<file path="src/rtl/oser_sc_pkg.sv">
// oser_sc_pkg: state encoding and legal width range for the oser_sc transmitter
package oser_sc_pkg;
    typedef enum logic {IDLE = 1'b0, SHIFT = 1'b1} state_e;
    localparam int WIDTH_MIN = 2;
    localparam int WIDTH_MAX = 8;
endpackage

</file>
<file path="src/rtl/oser_sc.sv">
// oser_sc: single-clock N:1 parallel-to-serial transmitter with word-request handshake
module oser_sc
    import oser_sc_pkg::*;
#(
    parameter int   WIDTH     = 4,
    parameter logic INIT      = 1'b1,
    parameter logic LSB_FIRST = 1'b1
) (
    input  logic             CLK,
    input  logic             RESET,
    input  logic             EN,
    input  logic [WIDTH-1:0] D,
    output logic             DREQ,
    output logic             Q,
    output logic             ACTIVE
);
    localparam int CW = $clog2(WIDTH);
    localparam logic [CW-1:0] LAST = CW'(WIDTH - 1);
    if (WIDTH < WIDTH_MIN || WIDTH > WIDTH_MAX) begin : g_width_bad
        $error("oser_sc: WIDTH must be in 2..8");
    end
    state_e           state_q = IDLE;
    logic [CW-1:0]    cnt_q   = '0;
    logic [WIDTH-2:0] sh_q    = '0;
    logic             q_q     = INIT;
    state_e           state_d;
    logic [CW-1:0]    cnt_d;
    logic [WIDTH-2:0] sh_d;
    logic [WIDTH-2:0] rest;
    logic             q_d;
    logic             load;
    logic             step;
    assign DREQ   = state_q == IDLE || cnt_q == LAST;
    assign ACTIVE = state_q == SHIFT;
    assign Q      = q_q;
    // next state: sh always holds the pending bits in transmit order, next bit at sh[0]
    always_comb begin
        rest = '0;
        for (int i = 0; i < WIDTH - 1; i++) rest[i] = LSB_FIRST ? D[i + 1] : D[WIDTH - 2 - i];
        load    = DREQ && EN;
        step    = state_q == SHIFT && cnt_q != LAST;
        state_d = load || step ? SHIFT : IDLE;
        cnt_d   = step ? cnt_q + CW'(1) : '0;
        sh_d    = load ? rest : step ? sh_q >> 1 : sh_q;
        q_d     = load ? (LSB_FIRST ? D[0] : D[WIDTH-1]) : step ? sh_q[0] : INIT;
    end
    // state, bit counter and shift register; reset aborts any word in flight
    always_ff @(posedge CLK) begin
        if (RESET) begin
            state_q <= IDLE;
            cnt_q   <= '0;
            sh_q    <= '0;
        end else begin
            state_q <= state_d;
            cnt_q   <= cnt_d;
            sh_q    <= sh_d;
        end
    end
    // registered serial output, idles at INIT
    always_ff @(posedge CLK) begin
        q_q <= RESET ? INIT : q_d;
    end
endmodule

</file>
<file path="config.mk">
export PLATFORM = sky130hd
export DESIGN_NAME = oser_sc
export DESIGN_NICKNAME = d
export VERILOG_FILES = /design/src/rtl/oser_sc_pkg.sv /design/src/rtl/oser_sc.sv
export SDC_FILE = /design/constraint.sdc
export NUM_CORES = 1
export LEC_CHECK = 0
export CAP_MARGIN = 0
export CELL_PAD_IN_SITES_DETAIL_PLACEMENT = 1
export CELL_PAD_IN_SITES_GLOBAL_PLACEMENT = 2
export CORE_AREA = 4 4 41 43
export CTS_BUF_LIST = sky130_fd_sc_hd__clkbuf_16
export CTS_CLUSTER_SIZE = 16
export DETAILED_ROUTE_END_ITERATION = 10
export DIE_AREA = 0 0 45 47
export PLACE_DENSITY_LB_ADDON = 0.08
export SLEW_MARGIN = 20
export SYNTH_ARGS = -nofsm -noshare
export SYNTH_HDL_FRONTEND = slang
export SYNTH_SLANG_ARGS = --single-unit
</file>
<file path="constraint.sdc">
create_clock -name CLK -period 2 [get_ports CLK]
set_input_delay 0.4 -clock CLK [delete_from_list [all_inputs] [get_ports CLK]]
set_output_delay 0.4 -clock CLK [all_outputs]
set_load 0.01 [all_outputs]
</file>
; Word-level counts from Yosys, hierarchy flattened
; Cells that the tools add are included.
; W data, S select, Z words.
[op_classes]
add_sub_neg = 1
mul = 0
div = 0
n_lt_le_gt_ge = 0
eq_ne = 2
n_shift = 0
n_mux = 5
bitwise_logic = 2
n_reduce_logical = 6
[ops]
columns = op, n
row1 = $mux W3, 2
row2 = $mux W1, 3
row3 = $add A2 B1 Y2 const B, 1
row4 = $eq A2 B2 Y1 const B, 1
row5 = $logic_and A1 B1 Y1, 2
row6 = $logic_or A1 B1 Y1, 2
row7 = $ne A2 B2 Y1 const B, 1
row8 = $not A1 Y1, 2
row9 = $reduce_bool A2 Y1, 1
row10 = $reduce_or A2 Y1, 1
[totals]
ff_bits = 7
latch_bits = 0
ram_bits = 0
mem_bits_ro = 0
input_bits = 7
word_cells = 20
memories = 0

; Longest topological paths before layout
; Gate-level depths: netlist of the first run.
[logic_depth]
depth_word = 5
ltp_mapped = 5
ltp_nobuf = 5

; Least setup slack after synthesis of the first run
; No wires, ideal clock.
[synth_timing]
kind = register to output
start = reg cnt_q[0]
end = out DREQ
arrival_ns = 0.730
t_required_ns = 1.600
setup_slack_ns = 0.870
stages_incl_launch_ff = 4
n_path_buf = 0
path_cell_list = dfxtp_1 > ha_1 > nor2b_4 > inv_2
[synth_via]
elab_chain_len = 2
[synth_rtl]
columns = item, line_no
row1 = start: declaration, oser_sc.sv:23  ; logic [CW-1:0] cnt_q = '0;
row2 = start signal: assignment, oser_sc.sv:55  ; cnt_q <= cnt_d;
row3 = $eq A2 B2 Y1, oser_sc.sv:33  ; assign DREQ = state_q == IDLE || cnt_q == LAST;
row4 = $logic_or A1 B1 Y1, oser_sc.sv:33
row5 = end: declaration, oser_sc.sv:13  ; output logic DREQ,
; No other way between the ends.

; Worst setup path after layout of the first run
; Same ends and word-level chain as after synthesis.

==> flow_summary.yaml, run 1 <==
place:
  hpwl_um: 476
  place.gp.congestion: 0.654
  post_dp_cell_area_um2: 375
  port_buffers: 9
critical_path:
  crit_path_max_incr_delay_ns: 0.55
  r2r-start: "cnt_q[0]$_SDFF_PP0_"
  start_kind: "flop"
  critical_path_class: "reg -> out"
  reg2reg_slack_ns: 0.95
  crit_slowest_cell: "clkdlybuf4s50_1"
  crit_start: "cnt_q[0]$_SDFF_PP0_"
  worstPathCellList: "ha_1 > nor2b_4 > inv_2 > clkdlybuf4s50_1"
  worst_ep_arrival_time_ns: 1.49
  critPathRequiredTime_ns: 1.60
  worst_setup_path_end_kind: "primary output"
  cp_max_fo: 8
yosys:
  synth_area_um2: 272
  synth_compound_area_frac: 0.0829
  synthMuxAreaShare: 0.111
  ys_warn_count: 0
  yosys.area.top_type_share: 0.516
  syn_nets: 34
  syn_inst: 26
  yosysTopAreaCell: "dfxtp_1"
  synth_cell_types: 11
  synth.area.top_cells: "dfxtp_1 (52%), mux2i_1 (11%), nor2_1 (6.9%)"
  ys_ff_latch: 7
  synth_top_family_by_area: "simple AND/OR/NAND/NOR gates"
  ys_seq_area_frac: 0.516
  yosys.area_share.simple: 0.212
  avgSynthCellArea_um2: 10.4
  synth_fa_ha_area_frac: 0.0461
  synth-xor-area-share: 0
grt:
  grt-busiest-layer: "met2"
  grt_usage: 0.0753
  grt_pass1_wl_um: 993
  met1_usage: 0.0803
  grt_pass1_vias: 236
  grt_overflow_total: 0
  grt_max_degree: 9
  use_met2: 0.0989
  grt_antenna_before_repair: 0
  met3_usage: 0.0498
sta:
  hold_ws_ns: 0.441
  drv_slew: 0
  rsz0062_at_grt: "false"
  period_minus_slack_ns: 1.89
  finalSetupTns_ns: 0
  setup_viol: 0
  max_freq_mhz: 530
  tightest_slew_ns: 0.243
  period_share: 0.943
  finClkSkew_ns: 0.00167
  slew_headroom: 0.838
  hold_viol: 0
floorplan:
  die_w_um: 45
  fp.dieH_um: 47
  pin_count: 10
  fp-row-count: 13
  die_area_um2: 2120
  core_um2: 1300
  initial_core_util: 0.209
cts:
  cts_tree: "built"
  cts_max_level: 1
  cts_resized: 0
  cts_hold_buf: 0
  cts_setup_buffers: 0
  cts_sinks: 7
  root_buffer: "clkbuf_16"
  cts_buffer_depth: 2
  clkTransAtPathRegs_ns: 0.04
  clock_latency_ns: 0.23
  cts_buffers: 3
run:
  drv_cap: 0
drt:
  drtAntennaViolNets: 0
  wire_per_inst_um: 11.2
  drc: 0
  wl_um: 596
  drt_iter0_markers: 7
  vias: 211
  dr.pass1.iters: 4
  viasPerCell: 3.98
cells_and_area:
  layout_commonest_cell: "clkdlybuf4s50_1"
  drive_gt1_frac: 0.132
  postLayoutCellArea_um2: 454
  nFillCells: 155
  seqCellArea_um2: 140
  area_delta_synth_final_pct: 67.3
  diodes: 0
  utilization: 0.349
  nets: 47
  mostFrequentLayoutCells: "clkdlybuf4s50_1 (9), dfxtp_1 (7), nor2_1 (5)"
  multi_input_area_um2: 123
power_and_ir_drop:
  leakage_nw: 0.197
  fin_total_pwr_uw: 535
  peakVddDrop_mv: 0.419
  power_density_nw_per_um2: 1180
hold_path:
  min_path_type: "reg -> reg"
  holdCritStartpoint: "cnt_q[0]$_SDFF_PP0_"
run_status:
  outcome: "completed"
[cells in the mapped netlist, drive strengths merged]
cell type  number
inv             1
a211oi          2
ha              1
nor3            2
nor2b           1
nor2            5
dfxtp           7
mux2i           3
clkbuf          1
nor3b           2
o21bai          1
[path summary, 6_finish.rpt]
kind | to | cells after the start
min reg2reg | cnt_q[0]$_SDFF_PP0_ | 1
min | cnt_q[0]$_SDFF_PP0_ | 1
max reg2reg | Q$_SDFF_PP1_ | 5
max | DREQ | 4
[logic make-up after synthesis]
kind of cell	Yosys count
and+or+nand+nor	10
DFF	7
muxes	3
adders and majority gates	1
buffers and inverters	2
AOI/OAI and AO/OA	3
[state kept, by name, indices dropped and copies added (netlist names)]
signal and cells:
Q 1, sh_q 3, cnt_q 2, ACTIVE 1
[report_power, final]
group | total (mW) | internal (mW) | switching, mW | leakage [nW]
Combinational | 0.0469 | 0.0283 | 0.0186 | 0.0965
Sequential | 0.153 | 0.149 | 0.00388 | 0.0578
Clock | 0.335 | 0.260 | 0.0749 | 0.0423
Total | 0.535 | 0.438 | 0.0974 | 0.197
[worst max-delay path: cells and delay by family, from the launching register on]
family / cells / cell delay [ns]
flops: 1 / 0.33
buf+inv: 2 / 0.66
fa+ha+maj: 1 / 0.20
simple gates: 1 / 0.06
[routing by layer]
metal  up-vias  part of all wire
met3         2             0.097
met2         9              0.43
met1        88              0.44
li1        112                 -
met4         0             0.029
met5         -                 0
[layout make-up]
type | count | share of cell area
Sequential cell | 7 | 0.309
Multi-Input combinational cell | 17 | 0.270
Timing Repair Buffer | 9 | 0.198
Clock buffer | 3 | 0.165
Tap cell | 15 | 0.0413
Clock inverter | 1 | 0.00826
Inverter | 1 | 0.00826
[per-stage QoR]
stage               std cells  worst slack, ns
floorplan                  26            0.870
global placement           49            0.355
detailed placement         49            0.335
CTS                        53           0.0860
global route               53           0.0359
finish                     53            0.115
No activity file was read; power rests on OpenSTA's default activity.
==> run 2, diff against run 1 <==
--- a/config.mk
+++ b/config.mk
@@ -5,6 +5,7 @@
 export SDC_FILE = /design/constraint.sdc
 export NUM_CORES = 1
 export LEC_CHECK = 0
+export ABC_CLOCK_PERIOD_IN_PS = 2000
 export CAP_MARGIN = 0
 export CELL_PAD_IN_SITES_DETAIL_PLACEMENT = 1
 export CELL_PAD_IN_SITES_GLOBAL_PLACEMENT = 2
==> results of run 2 <==
The final DEF is identical to that of run 1; final timing and power are the same.
==> run 3, diff against run 2 <==
--- a/config.mk
+++ b/config.mk
@@ -14,6 +14,7 @@
 export CTS_CLUSTER_SIZE = 16
 export DETAILED_ROUTE_END_ITERATION = 10
 export DIE_AREA = 0 0 45 47
+export DONT_BUFFER_PORTS = 1
 export PLACE_DENSITY_LB_ADDON = 0.08
 export SLEW_MARGIN = 20
 export SYNTH_ARGS = -nofsm -noshare
==> flow_summary.yaml, run 3 (synthesis results as in run 1) <==
cts:
  clock_latency_ns: 0.23
  clkTransAtPathRegs_ns: 0.04
  cts_tree: "built"
  cts_max_level: 1
  cts_buffers: 3
  cts_buffer_depth: 2
  root_buffer: "clkbuf_16"
  cts_hold_buf: 0
  cts_setup_buffers: 0
  cts_resized: 0
  cts_sinks: 7
cells_and_area:
  nets: 38
  utilization: 0.280
  largest_reg_flops: 3
  drive_gt1_frac: 0.172
  multi_input_area_um2: 123
  reg_top3: "sh_q: 3 flops, cnt_q: 2 flops"
  layout_commonest_cell: "dfxtp_1"
  area_delta_synth_final_pct: 34.1
  diodes: 0
  nFillCells: 158
  top_register: "sh_q"
  mostFrequentLayoutCells: "dfxtp_1 (7), nor2_1 (5), mux2i_1 (3), clkbuf_16 (3)"
  seqCellArea_um2: 140
floorplan:
  fp-row-count: 13
  initial_core_util: 0.209
  die_area_um2: 2120
  pin_count: 10
  die_w_um: 45
  fp.dieH_um: 47
  core_um2: 1300
power_and_ir_drop:
  fin_total_pwr_uw: 512
  power_density_nw_per_um2: 1410
  combPwrFrac: 0.044
  p_seq_frac: 0.304
  clkPwrFrac: 0.652
  switching_share: 0.178
  leakage_nw: 0.161
  peakVddDrop_mv: 0.641
  switchingPower_uw: 91.2
  p_int_uw: 421
drt:
  dr.pass1.iters: 1
  vias: 190
  wl_um: 603
  wire_per_inst_um: 13.7
  drtAntennaViolNets: 0
  drt_iter0_markers: 0
  drc: 0
  viasPerCell: 4.32
grt:
  grt_max_degree: 9
  grt_usage: 0.0736
  grt_overflow_total: 0
  grt_pass1_vias: 225
  grt_antenna_before_repair: 0
  grt_pass1_wl_um: 986
place:
  port_buffers: 0
  hpwl_um: 443
  place.gp.congestion: 0.564
sta:
  drv_slew: 0
  finClkSkew_ns: 0.000931
  slew_headroom: 0.889
  period_minus_slack_ns: 1.42
  finalSetupTns_ns: 0
  rsz0062_at_grt: "false"
  max_freq_mhz: 703
  tightest_slew_ns: 0.162
  setup_viol: 0
  hold_viol: 0
  period_share: 0.711
critical_path:
  reg2reg_depth: 5
  critPathRequiredTime_ns: 1.60
  crit_slowest_cell: "dfxtp_1"
  critical_path_class: "reg -> out"
  crit_path_max_incr_delay_ns: 0.30
  worstPathCellList: "ha_1 > nor2b_4 > inv_2"
  cp_max_fo: 8
  worst_ep_arrival_time_ns: 1.02
  start_kind: "flop"
  worst_setup_path_end_kind: "primary output"
hold_path:
  hold_depth: 1
  min_path_type: "in -> reg"
run_status:
  outcome: "completed"
run:
  drv_cap: 0
run 3: cell types whose count changed in the layout (fill, tap and decap cells not counted):
cell	change
clkdlybuf4s50_1	-9
run 3: path summary, 6_finish.rpt:
check / startpoint / endpoint / slack, ns
setup / recovery: cnt_q[0]$_SDFF_PP0_ / DREQ / 0.58
hold / removal: RESET / sh_q[0]$_SDFFE_PP0P_ / 0.24
setup reg to reg: cnt_q[0]$_SDFF_PP0_ / sh_q[1]$_SDFFE_PP0P_ / 0.92
hold reg to reg: cnt_q[0]$_SDFF_PP0_ / cnt_q[0]$_SDFF_PP0_ / 0.43
run 3: metal layers:
metal | GRT usage | wire (um) | vias up
met5 | 0 | 0 | -
met4 | 0.0351 | 0 | 0
met3 | 0.0766 | 93 | 0
met2 | 0.107 | 269 | 9
met1 | 0.0662 | 240 | 87
li1 | - | - | 94
run 3: power by group through the flow:
stage          clock (mW)  sequential, mW  combinational, mW
2_1_floorplan           0           0.156             0.0214
3_3_place_gp            0           0.157             0.0226
3_5_place_dp            0           0.158             0.0229
4_1_cts             0.336           0.156             0.0233
5_1_grt             0.350           0.156             0.0261
6_report            0.333           0.156             0.0227
run 3: area by class of cell:
| cell class | instances | area share |
|---|---|---|
| tap | 15 | 0.0515 |
| inverter | 1 | 0.0103 |
| multi-input combinational | 17 | 0.337 |
| sequential | 7 | 0.385 |
| clock inverter | 1 | 0.0103 |
| clock buffer | 3 | 0.206 |
run 3: metrics by stage:
step	cells	setup WS, ns	instance area [um2]	hold WS [ns]
final	44	0.578	364	0.239
after global routing	44	0.539	364	0.235
after floorplan	26	0.870	272	0.405
after CTS	44	0.570	364	0.238
after detailed placement	40	0.811	285	0.424
after global placement	40	0.800	285	0.418
run 3: critical path, delay by kind of cell, from the launching register on:
kind	cells	cell delay [ns]
flip-flops	1	0.30
AND/OR/NAND/NOR	1	0.16
buffers and inverters	1	0.11
adder cells (fa/ha/maj)	1	0.22
